`config.mk`:
```
export PLATFORM = sky130hd
export DESIGN_NAME = unit_mul_cdb_flat
export DESIGN_NICKNAME = d
export VERILOG_FILES = /design/src/rtl/unit_mul_cdb_if.sv /design/src/rtl/unit_mul_cdb.sv /design/src/flat_wrapper.sv
export SDC_FILE = /design/constraint.sdc
export NUM_CORES = 2
export LEC_CHECK = 0
export ABC_AREA = 1
export BUFFER_PORTS_ARGS = -buffer_cell sky130_fd_sc_hd__buf_2
export CORE_MARGIN = 3
export CORE_UTILIZATION = 41
export CTS_CLUSTER_SIZE = 28
export DETAILED_ROUTE_END_ITERATION = 16
export PLACE_DENSITY = 0.59
export SYNTH_ARGS = -nofsm -noshare
export SYNTH_HDL_FRONTEND = slang
export SYNTH_SLANG_ARGS = --single-unit
```
`constraint.sdc`:
```
create_clock -name clk -period 17.8 [get_ports clk]
set_clock_uncertainty 0.1 [all_clocks]
set_input_delay 1.78 -clock clk [delete_from_list [all_inputs] [get_ports clk]]
set_output_delay 1.78 -clock clk [all_outputs]
set_load 0.02 [all_outputs]
```
`src/rtl/unit_mul_cdb_if.sv`:
```
// Issue, CDB-request and CDB-broadcast signals of the multiply unit / CDB arbiter.
// master drives issues and external requests; slave is the unit itself.
interface unit_mul_cdb_if;
    localparam int unsigned TAG_W  = 8;
    localparam int unsigned DATA_W = 32;
    localparam int unsigned PAY_W  = TAG_W + DATA_W;
    localparam int unsigned CDB_W  = PAY_W + 1;

    logic              issue;
    logic [TAG_W-1:0]  q1_in;
    logic [TAG_W-1:0]  q2_in;
    logic [DATA_W-1:0] v1_in;
    logic [DATA_W-1:0] v2_in;
    logic [TAG_W-1:0]  issue_tag;
    logic              all_busy;

    logic              alu_req;
    logic              div_req;
    logic              ls_req;
    logic [PAY_W-1:0]  alu_in;
    logic [PAY_W-1:0]  div_in;
    logic [PAY_W-1:0]  ls_in;
    logic              alu_grant;
    logic              div_grant;
    logic              ls_grant;

    logic              cdb_request;
    logic [PAY_W-1:0]  cdb_out;
    logic [CDB_W-1:0]  cdb;

    modport master (
        output issue, q1_in, q2_in, v1_in, v2_in,
               alu_req, div_req, ls_req, alu_in, div_in, ls_in,
        input  issue_tag, all_busy, alu_grant, div_grant, ls_grant,
               cdb_request, cdb_out, cdb
    );

    modport slave (
        input  issue, q1_in, q2_in, v1_in, v2_in,
               alu_req, div_req, ls_req, alu_in, div_in, ls_in,
        output issue_tag, all_busy, alu_grant, div_grant, ls_grant,
               cdb_request, cdb_out, cdb
    );
endinterface

```
`src/rtl/unit_mul_cdb.sv`:
```
// Tomasulo multiply unit: reservation stations, one multi-cycle multiplier and the
// fixed-priority (div > mul > alu > ls) arbiter that drives the registered CDB.
module unit_mul_cdb #(
    parameter int unsigned NUM_RS     = 3,
    parameter int unsigned MUL_CYCLES = 4,
    parameter logic [4:0]  UNIT_ID    = 5'b01000
) (
    input  logic          clk,
    input  logic          rst,
    unit_mul_cdb_if.slave bus
);
    localparam int unsigned TAG_W  = 8;
    localparam int unsigned DATA_W = 32;
    localparam int unsigned IDX_W  = 3;
    localparam int unsigned CNT_W  = (MUL_CYCLES > 1) ? $clog2(MUL_CYCLES) : 1;

    typedef struct packed {
        logic [TAG_W-1:0]  tag;
        logic [DATA_W-1:0] data;
    } cdb_pay_t;

    typedef enum logic [1:0] {
        MUL_IDLE = 2'd0,
        MUL_BUSY = 2'd1,
        MUL_DONE = 2'd2
    } mul_state_e;

    logic [NUM_RS-1:0] busy_q, busy_d;
    logic [NUM_RS-1:0] disp_q, disp_d;
    logic [NUM_RS-1:0] ready;
    logic [TAG_W-1:0]  q1_q [NUM_RS];
    logic [TAG_W-1:0]  q1_d [NUM_RS];
    logic [TAG_W-1:0]  q2_q [NUM_RS];
    logic [TAG_W-1:0]  q2_d [NUM_RS];
    logic [DATA_W-1:0] v1_q [NUM_RS];
    logic [DATA_W-1:0] v1_d [NUM_RS];
    logic [DATA_W-1:0] v2_q [NUM_RS];
    logic [DATA_W-1:0] v2_d [NUM_RS];

    mul_state_e        mst_q, mst_d;
    logic [CNT_W-1:0]  cnt_q, cnt_d;
    logic [DATA_W-1:0] opa_q, opa_d;
    logic [DATA_W-1:0] opb_q, opb_d;
    logic [IDX_W-1:0]  midx_q, midx_d;
    cdb_pay_t          res_q, res_d;

    logic              cdb_vld_q, cdb_vld_d;
    cdb_pay_t          cdb_pay_q, cdb_pay_d;

    logic              free_found, rdy_found;
    logic [IDX_W-1:0]  free_idx, rdy_idx;
    logic              issue_go, start_go;
    logic              mul_req;
    logic              div_win, mul_win, alu_win, ls_win;
    logic [DATA_W-1:0] product;

    // A station is ready once both operands are resolved and it has not been sent to the multiplier.
    always_comb begin
        for (int i = 0; i < int'(NUM_RS); i++) begin
            ready[i] = busy_q[i] && !disp_q[i] && (q1_q[i] == '0) && (q2_q[i] == '0);
        end
    end

    // Lowest-index free station for allocation and lowest-index ready station for dispatch.
    always_comb begin
        free_found = 1'b0;
        free_idx   = '0;
        rdy_found  = 1'b0;
        rdy_idx    = '0;
        for (int i = 0; i < int'(NUM_RS); i++) begin
            if (!busy_q[i] && !free_found) begin
                free_found = 1'b1;
                free_idx   = IDX_W'(i);
            end
            if (ready[i] && !rdy_found) begin
                rdy_found = 1'b1;
                rdy_idx   = IDX_W'(i);
            end
        end
    end

    assign issue_go = bus.issue && free_found;
    assign start_go = (mst_q == MUL_IDLE) && rdy_found;
    assign mul_req  = (mst_q == MUL_DONE);
    assign product  = opa_q * opb_q;

    assign div_win  = bus.div_req;
    assign mul_win  = !bus.div_req && mul_req;
    assign alu_win  = !bus.div_req && !mul_req && bus.alu_req;
    assign ls_win   = !bus.div_req && !mul_req && !bus.alu_req && bus.ls_req;

    // Next-state for stations, multiplier FSM and CDB register.
    always_comb begin
        busy_d    = busy_q;
        disp_d    = disp_q;
        q1_d      = q1_q;
        q2_d      = q2_q;
        v1_d      = v1_q;
        v2_d      = v2_q;
        mst_d     = mst_q;
        cnt_d     = cnt_q;
        opa_d     = opa_q;
        opb_d     = opb_q;
        midx_d    = midx_q;
        res_d     = res_q;
        cdb_vld_d = 1'b0;
        cdb_pay_d = '0;

        for (int i = 0; i < int'(NUM_RS); i++) begin
            if (cdb_vld_q && busy_q[i]) begin
                if ((q1_q[i] != '0) && (q1_q[i] == cdb_pay_q.tag)) begin
                    q1_d[i] = '0;
                    v1_d[i] = cdb_pay_q.data;
                end
                if ((q2_q[i] != '0) && (q2_q[i] == cdb_pay_q.tag)) begin
                    q2_d[i] = '0;
                    v2_d[i] = cdb_pay_q.data;
                end
                if (cdb_pay_q.tag == {UNIT_ID, IDX_W'(i)}) begin
                    busy_d[i] = 1'b0;
                    disp_d[i] = 1'b0;
                end
            end

            // An operand broadcast on the issue edge wins over the stale value presented with the issue.
            if (issue_go && (free_idx == IDX_W'(i))) begin
                busy_d[i] = 1'b1;
                disp_d[i] = 1'b0;
                q1_d[i]   = bus.q1_in;
                v1_d[i]   = bus.v1_in;
                q2_d[i]   = bus.q2_in;
                v2_d[i]   = bus.v2_in;
                if (cdb_vld_q && (bus.q1_in != '0) && (bus.q1_in == cdb_pay_q.tag)) begin
                    q1_d[i] = '0;
                    v1_d[i] = cdb_pay_q.data;
                end
                if (cdb_vld_q && (bus.q2_in != '0) && (bus.q2_in == cdb_pay_q.tag)) begin
                    q2_d[i] = '0;
                    v2_d[i] = cdb_pay_q.data;
                end
            end

            if (start_go && (rdy_idx == IDX_W'(i))) begin
                disp_d[i] = 1'b1;
                opa_d     = v1_q[i];
                opb_d     = v2_q[i];
            end
        end

        case (mst_q)
            MUL_IDLE: begin
                if (start_go) begin
                    mst_d  = MUL_BUSY;
                    cnt_d  = CNT_W'(MUL_CYCLES - 1);
                    midx_d = rdy_idx;
                end
            end
            MUL_BUSY: begin
                if (cnt_q == '0) begin
                    mst_d      = MUL_DONE;
                    res_d.tag  = {UNIT_ID, midx_q};
                    res_d.data = product;
                end else begin
                    cnt_d = cnt_q - CNT_W'(1);
                end
            end
            MUL_DONE: begin
                if (mul_win) begin
                    mst_d = MUL_IDLE;
                    res_d = '0;
                end
            end
            default: mst_d = MUL_IDLE;
        endcase

        if (div_win) begin
            cdb_vld_d = 1'b1;
            cdb_pay_d = bus.div_in;
        end else if (mul_win) begin
            cdb_vld_d = 1'b1;
            cdb_pay_d = res_q;
        end else if (alu_win) begin
            cdb_vld_d = 1'b1;
            cdb_pay_d = bus.alu_in;
        end else if (ls_win) begin
            cdb_vld_d = 1'b1;
            cdb_pay_d = bus.ls_in;
        end
    end

    always_ff @(posedge clk or negedge rst) begin
        if (!rst) begin
            busy_q <= '0;
            disp_q <= '0;
            for (int i = 0; i < int'(NUM_RS); i++) begin
                q1_q[i] <= '0;
                q2_q[i] <= '0;
                v1_q[i] <= '0;
                v2_q[i] <= '0;
            end
            mst_q     <= MUL_IDLE;
            cnt_q     <= '0;
            opa_q     <= '0;
            opb_q     <= '0;
            midx_q    <= '0;
            res_q     <= '0;
            cdb_vld_q <= 1'b0;
            cdb_pay_q <= '0;
        end else begin
            busy_q    <= busy_d;
            disp_q    <= disp_d;
            q1_q      <= q1_d;
            q2_q      <= q2_d;
            v1_q      <= v1_d;
            v2_q      <= v2_d;
            mst_q     <= mst_d;
            cnt_q     <= cnt_d;
            opa_q     <= opa_d;
            opb_q     <= opb_d;
            midx_q    <= midx_d;
            res_q     <= res_d;
            cdb_vld_q <= cdb_vld_d;
            cdb_pay_q <= cdb_pay_d;
        end
    end

    assign bus.issue_tag   = {UNIT_ID, free_idx};
    assign bus.all_busy    = !free_found;
    assign bus.cdb_request = mul_req;
    assign bus.cdb_out     = res_q;
    assign bus.cdb         = {cdb_vld_q, cdb_pay_q};

    // Grants mark the requester whose payload is being latched onto the CDB at the coming edge.
    assign bus.div_grant   = rst && div_win;
    assign bus.alu_grant   = rst && alu_win;
    assign bus.ls_grant    = rst && ls_win;
endmodule

```
`src/flat_wrapper.sv`:
```
// flat-port wrapper written by rule: the top's interface ports become plain ports
module unit_mul_cdb_flat 
#(
    parameter int unsigned NUM_RS     = 3,
    parameter int unsigned MUL_CYCLES = 4,
    parameter logic [4:0]  UNIT_ID    = 5'b01000
)
  (clk, rst, bus_issue, bus_q1_in, bus_q2_in, bus_v1_in, bus_v2_in, bus_alu_req, bus_div_req, bus_ls_req, bus_alu_in, bus_div_in, bus_ls_in, bus_issue_tag, bus_all_busy, bus_alu_grant, bus_div_grant, bus_ls_grant, bus_cdb_request, bus_cdb_out, bus_cdb);
  unit_mul_cdb_if bus_i ();
  input  logic clk;
  input  logic rst;
  input wire logic [$bits(bus_i.issue)-1:0] bus_issue;
  input wire logic [$bits(bus_i.q1_in)-1:0] bus_q1_in;
  input wire logic [$bits(bus_i.q2_in)-1:0] bus_q2_in;
  input wire logic [$bits(bus_i.v1_in)-1:0] bus_v1_in;
  input wire logic [$bits(bus_i.v2_in)-1:0] bus_v2_in;
  input wire logic [$bits(bus_i.alu_req)-1:0] bus_alu_req;
  input wire logic [$bits(bus_i.div_req)-1:0] bus_div_req;
  input wire logic [$bits(bus_i.ls_req)-1:0] bus_ls_req;
  input wire logic [$bits(bus_i.alu_in)-1:0] bus_alu_in;
  input wire logic [$bits(bus_i.div_in)-1:0] bus_div_in;
  input wire logic [$bits(bus_i.ls_in)-1:0] bus_ls_in;
  output wire logic [$bits(bus_i.issue_tag)-1:0] bus_issue_tag;
  output wire logic [$bits(bus_i.all_busy)-1:0] bus_all_busy;
  output wire logic [$bits(bus_i.alu_grant)-1:0] bus_alu_grant;
  output wire logic [$bits(bus_i.div_grant)-1:0] bus_div_grant;
  output wire logic [$bits(bus_i.ls_grant)-1:0] bus_ls_grant;
  output wire logic [$bits(bus_i.cdb_request)-1:0] bus_cdb_request;
  output wire logic [$bits(bus_i.cdb_out)-1:0] bus_cdb_out;
  output wire logic [$bits(bus_i.cdb)-1:0] bus_cdb;
  assign bus_i.issue = bus_issue;
  assign bus_i.q1_in = bus_q1_in;
  assign bus_i.q2_in = bus_q2_in;
  assign bus_i.v1_in = bus_v1_in;
  assign bus_i.v2_in = bus_v2_in;
  assign bus_i.alu_req = bus_alu_req;
  assign bus_i.div_req = bus_div_req;
  assign bus_i.ls_req = bus_ls_req;
  assign bus_i.alu_in = bus_alu_in;
  assign bus_i.div_in = bus_div_in;
  assign bus_i.ls_in = bus_ls_in;
  assign bus_issue_tag = bus_i.issue_tag;
  assign bus_all_busy = bus_i.all_busy;
  assign bus_alu_grant = bus_i.alu_grant;
  assign bus_div_grant = bus_i.div_grant;
  assign bus_ls_grant = bus_i.ls_grant;
  assign bus_cdb_request = bus_i.cdb_request;
  assign bus_cdb_out = bus_i.cdb_out;
  assign bus_cdb = bus_i.cdb;
  unit_mul_cdb #(.NUM_RS(NUM_RS), .MUL_CYCLES(MUL_CYCLES), .UNIT_ID(UNIT_ID)) u_core (.clk(clk), .rst(rst), .bus(bus_i));
endmodule
```
After elaboration in Yosys (flattened, before gate mapping):

Cells that the tools add are included.

* logic and storage cells: 249
* input bits: 206
* flip-flop bits (word level): 398

* add/sub/neg operators: 1
* reduce and logical (&&, ||, !) cells: 109
* multiply operators: 1
* mux-type cells: 89
* equal/unequal tests: 21

Operator list (number)
* $mux 32: 26
* $mux 40: 6
* $mux 8: 20
* $pmux 40 s2: 1
* $eq 8x8->1: 8
* $reduce_bool 8->1: 8
* $logic_not 8->1: 6
* $logic_and 1x1->1: 42
* $mul 32x32->32: 1
* $reduce_bool 2->1: 14
* $mux 1: 27
* $reduce_and 2->1: 13
* $eq 8x7->1 const B: 3
* $reduce_bool 3->1: 7
* $mux 2: 7
* $logic_not 1->1: 12
* $reduce_and 3->1: 3
* $eq 2x1->1 const B: 3
* $eq 2x2->1 const B: 3
* $logic_not 3->1: 2
* $pmux 2 s3: 1
* $logic_not 2->1: 2
* $ne 2x1->1 const B: 2
* $ne 2x2->1 const B: 2
* other kinds (2): 2

Depth between registers and ports, before layout:

* depth after elaboration: 16
* mapped depth: 39

Least setup slack after synthesis:

OpenSTA, ideal clock, no wires.

* kind: register to register
* from: register u_core.opb_q[4]
* to: register u_core.res_q, in the netlist u_core.bus.cdb_out[26]
* cell stages (with the launch flop): 27
* setup slack: 11166 ps
* data arrival time: 6411 ps
* required time: 17577 ps
* cells stage by stage: dfrtp_1 clkbuf_1 buf_1 nand2_1 inv_1 fa_1 inv_1 fa_1 fa_1 fa_1 inv_1 fa_1 inv_1 fa_1 inv_1 fa_1 fa_1 ha_1 nand2_1 nor3_1 nand4_1 nand3_1 a21oi_1 o21ai_0 a21oi_1 o21ai_0 nand2_1

* longest elaborated chain between the ends: 3

Ends and longest elaborated chain
* start: declaration: RTL line unit_mul_cdb.sv:43 `logic [DATA_W-1:0] opb_q, opb_d;`
* start signal: assignment: RTL line unit_mul_cdb.sv:219 `opb_q <= opb_d;`
* $mul 32x32->32: RTL line unit_mul_cdb.sv:85 `assign product = opa_q * opb_q;`
* $mux 40: RTL line unit_mul_cdb.sv:159 `if (cnt_q == '0) begin`
* $pmux 40 s2: RTL line unit_mul_cdb.sv:150 `case (mst_q)`
* end signal: assignment: RTL line unit_mul_cdb.sv:221 `res_q <= res_d;`
* end: declaration: RTL line unit_mul_cdb.sv:45 `cdb_pay_t res_q, res_d;`

Every way passes these cells. The select of a mux whose other input is x is not followed.
A chain may end at the register's enable or synchronous reset.

Worst setup path after layout:

* from: register u_core.opb_q[5]
* to: register u_core.res_q, in the netlist u_core.bus.cdb_out[26]

The elaborated chain is that of the path after synthesis.

==> flow_summary.yaml <==
run_status:
  status: "completed"
global_route:
  grt_pass1_wl_microns: 197000
  grt_pass1_vias: 32400
  track_usage_pct: 27.4
  grt-ovfl-total: 0
  grt_start_max_net_pins: 111
  antenna_found_initial: 4
yosys:
  synth.cell_area_sq_um: 36700
  synth_seq_cells: 392
  seq_area_frac_synth_pct: 26.7
  synth_enable_flop_cells: 0
  ys_types: 56
  syn_area_per_cell_sq_um: 8.05
  synth_warnings: 0
  async_flop_share_pct: 100
  syn-instance-count: 4558
  synth-main-ff-cell: "dfrtp_1"
worst_setup_path:
  worstReg2RegEnd: "u_core.bus.cdb_out[26]"
  cp-end-kind: "flop"
  reg2reg_depth: 24
  required_ps: 18170
  crit_arrival_ps: 7950
  cp-start-kind: "flop"
  r2r_start: "u_core.opb_q[5]"
  path_class: "reg2reg"
  crit_fanout: 28
  rrSetupSlack_ps: 10230
job:
  maxCapViolCount: 0
placed_design:
  place_congestion: 0.933
  io_buffer_count: 288
  dp_hpwl_microns: 91400
die:
  die_w_microns: 305
  core-area_sq_um: 88500
  start_util_pct: 41.5
  ios: 300
  die_h_microns: 305
  rows: 109
  dieArea_sq_um: 93100
detailed_routing:
  routed_wl_microns: 127000
  routedWlPerCell_microns: 21.6
  first_iter_violations: 2780
  dr.pass1.iters: 6
  vias: 31800
  drc: 0
  via_per_inst: 5.40
  drt.antenna.violating_nets: 0
min_path:
  hold_class: "reg2reg"
  min_path_cells: 2
  min_to: "u_core.v1_q[19]"
  min_from: "u_core.v1_q[19]"
sta:
  fin_crit_sh_pct: 42.6
  setup_viol: 0
  slew_violations: 0
  hold_violations: 0
  fmax_mhz: 132
  grt_setup_unrepaired: "no"
  min_period_ps: 7580
  fin_setup_tns_ps: 0
  max-slew-margin-rel_pct: 21.7
  worst_slew_pin_slew_ps: 1180
  whs_ps: 389
clock_network:
  clockBufferDepth: 3
  post-cts-setup-buffers: 0
  cts_made_buffers: 46
  cts_resized: 0
  clkTransAtPathRegs_ps: 70
  clock-sinks: 392
  clk_latency_ps: 610
  cts_root_buffer: "clkbuf_16"
  holdBufCountCts: 0
  htree_levels: 2
  cts_tree: "done"
final_layout:
  area_growth_pct: 10.5
  n_fill_cell: 8707
  final_layout_size_suffix_gt1_share_pct: 13.4
  fin_nets: 5425
==> kinds of logic after synthesis <==
kind of cell / share of synthesized area [%]
DFF: 26.7
muxes: 1.96
AOI/OAI and AO/OA: 11.9
and+or+nand+nor: 19.5
other: 0.0205
adders and majority gates: 26.6
xor gates and xnor gates: 1.00
buffers and inverters: 12.3
==> synth_stat cells (56+ instances only) <==
library cell,number,share of area (%)
fa_1,408,22
inv_1,857,8.8
a21oi_1,180,2.5
nand3_1,67,0.91
dfrtp_1,392,27
o21ai_0,57,0.78
nand2_1,1454,15
o211ai_1,97,2.0
nor2_1,147,1.5
nand4_1,61,1.0
clkbuf_1,167,1.7
o22ai_1,56,0.95
ha_1,127,4.3
mux2_2,64,2.0
==> flip-flops by register name, summed over array words and instances (netlist names), 3 cells and up <==
register            count
u_core.bus.cdb_out     35
u_core.v2_q            96
u_core.bus.cdb         40
u_core.q2_q            24
u_core.q1_q            24
u_core.opa_q           32
u_core.v1_q            96
u_core.busy_q           3
u_core.opb_q           32
u_core.disp_q           3
==> worst max-delay path: stages (launching register included) <==
cell	delay, ps
dfrtp_1	1120
nand2_1	110
inv_1	120
fa_1	410
fa_1	490
fa_1	520
inv_1	50
fa_1	470
inv_1	60
fa_1	500
inv_1	50
fa_1	550
inv_1	50
fa_1	540
fa_1	460
ha_1	400
nand2_1	130
nor3_1	380
nand4_1	140
nand3_1	180
a21oi_1	110
o21ai_0	230
a21oi_1	100
o21ai_0	90
nand2_1	60
==> worst max-delay path by stage <==
stage	depth (start not counted)	slack, ps	endpoint	from
after detailed placement	24	10360	u_core.bus.cdb_out[26]	u_core.opb_q[5]
after global routing	24	9770	u_core.bus.cdb_out[26]	u_core.opb_q[5]
after global placement	24	10380	u_core.bus.cdb_out[26]	u_core.opb_q[5]
after floorplan	26	11170	u_core.bus.cdb_out[26]	u_core.opb_q[4]
final	24	10230	u_core.bus.cdb_out[26]	u_core.opb_q[5]
after CTS	24	10300	u_core.bus.cdb_out[26]	u_core.opb_q[5]
==> final cells by class <==
cell class                 instances  area [sq um]  share of cell area [%]
antenna                            2          5.00                  0.0123
clock buffer                      66          1340                    3.30
clock inverter                    20           324                   0.799
inverter                         869          3260                    8.05
multi-input combinational       3032         22500                    55.5
sequential                       392          9810                    24.2
tap                             1165          1460                    3.59
timing repair buffer             343          1860                    4.60
==> stage by stage <==
stage | util, % | worst slack, ps | std cells | instance area (sq um)
2_1_floorplan | - | 11170 | 4567 | 36700
3_3_place_gp | 43.9 | 10380 | 5801 | 38900
3_5_place_dp | 43.9 | 10360 | 5801 | 38900
4_1_cts | 45.8 | 10300 | 5887 | 40500
5_1_grt | 45.8 | 9770 | 5887 | 40500
6_report | 45.8 | 10230 | 5889 | 40500
==> metal layers <==
metal  global-route usage (%)  share of wire [%]  vias up
li1                         -                  -    14400
met2                     44.7                 46     1394
met1                     37.5                 42    15800
met5                        0              0.021        -
met4                     9.13                3.5        4
met3                     4.48                8.1      209
==> placed cells by master (no fill, tap or decap), drive strengths merged, types with 16 or more instances in the layout <==
master | synthesis | final
ha | 127 | 127
nand4 | 61 | 61
a21oi | 211 | 211
o21ai | 95 | 95
nor2 | 164 | 164
nand2 | 1459 | 1459
nand3 | 67 | 67
fa | 408 | 408
dfrtp | 392 | 392
o22ai | 56 | 56
o211ai | 98 | 98
xnor2 | 16 | 16
clkbuf | 167 | 66
mux2 | 64 | 64
xor2 | 26 | 26
inv | 868 | 868
buf | 107 | 343
o221ai | 97 | 97
Power is not shown: default switching activity piles up to over one toggle a cycle in this logic, so the estimate is an artifact.
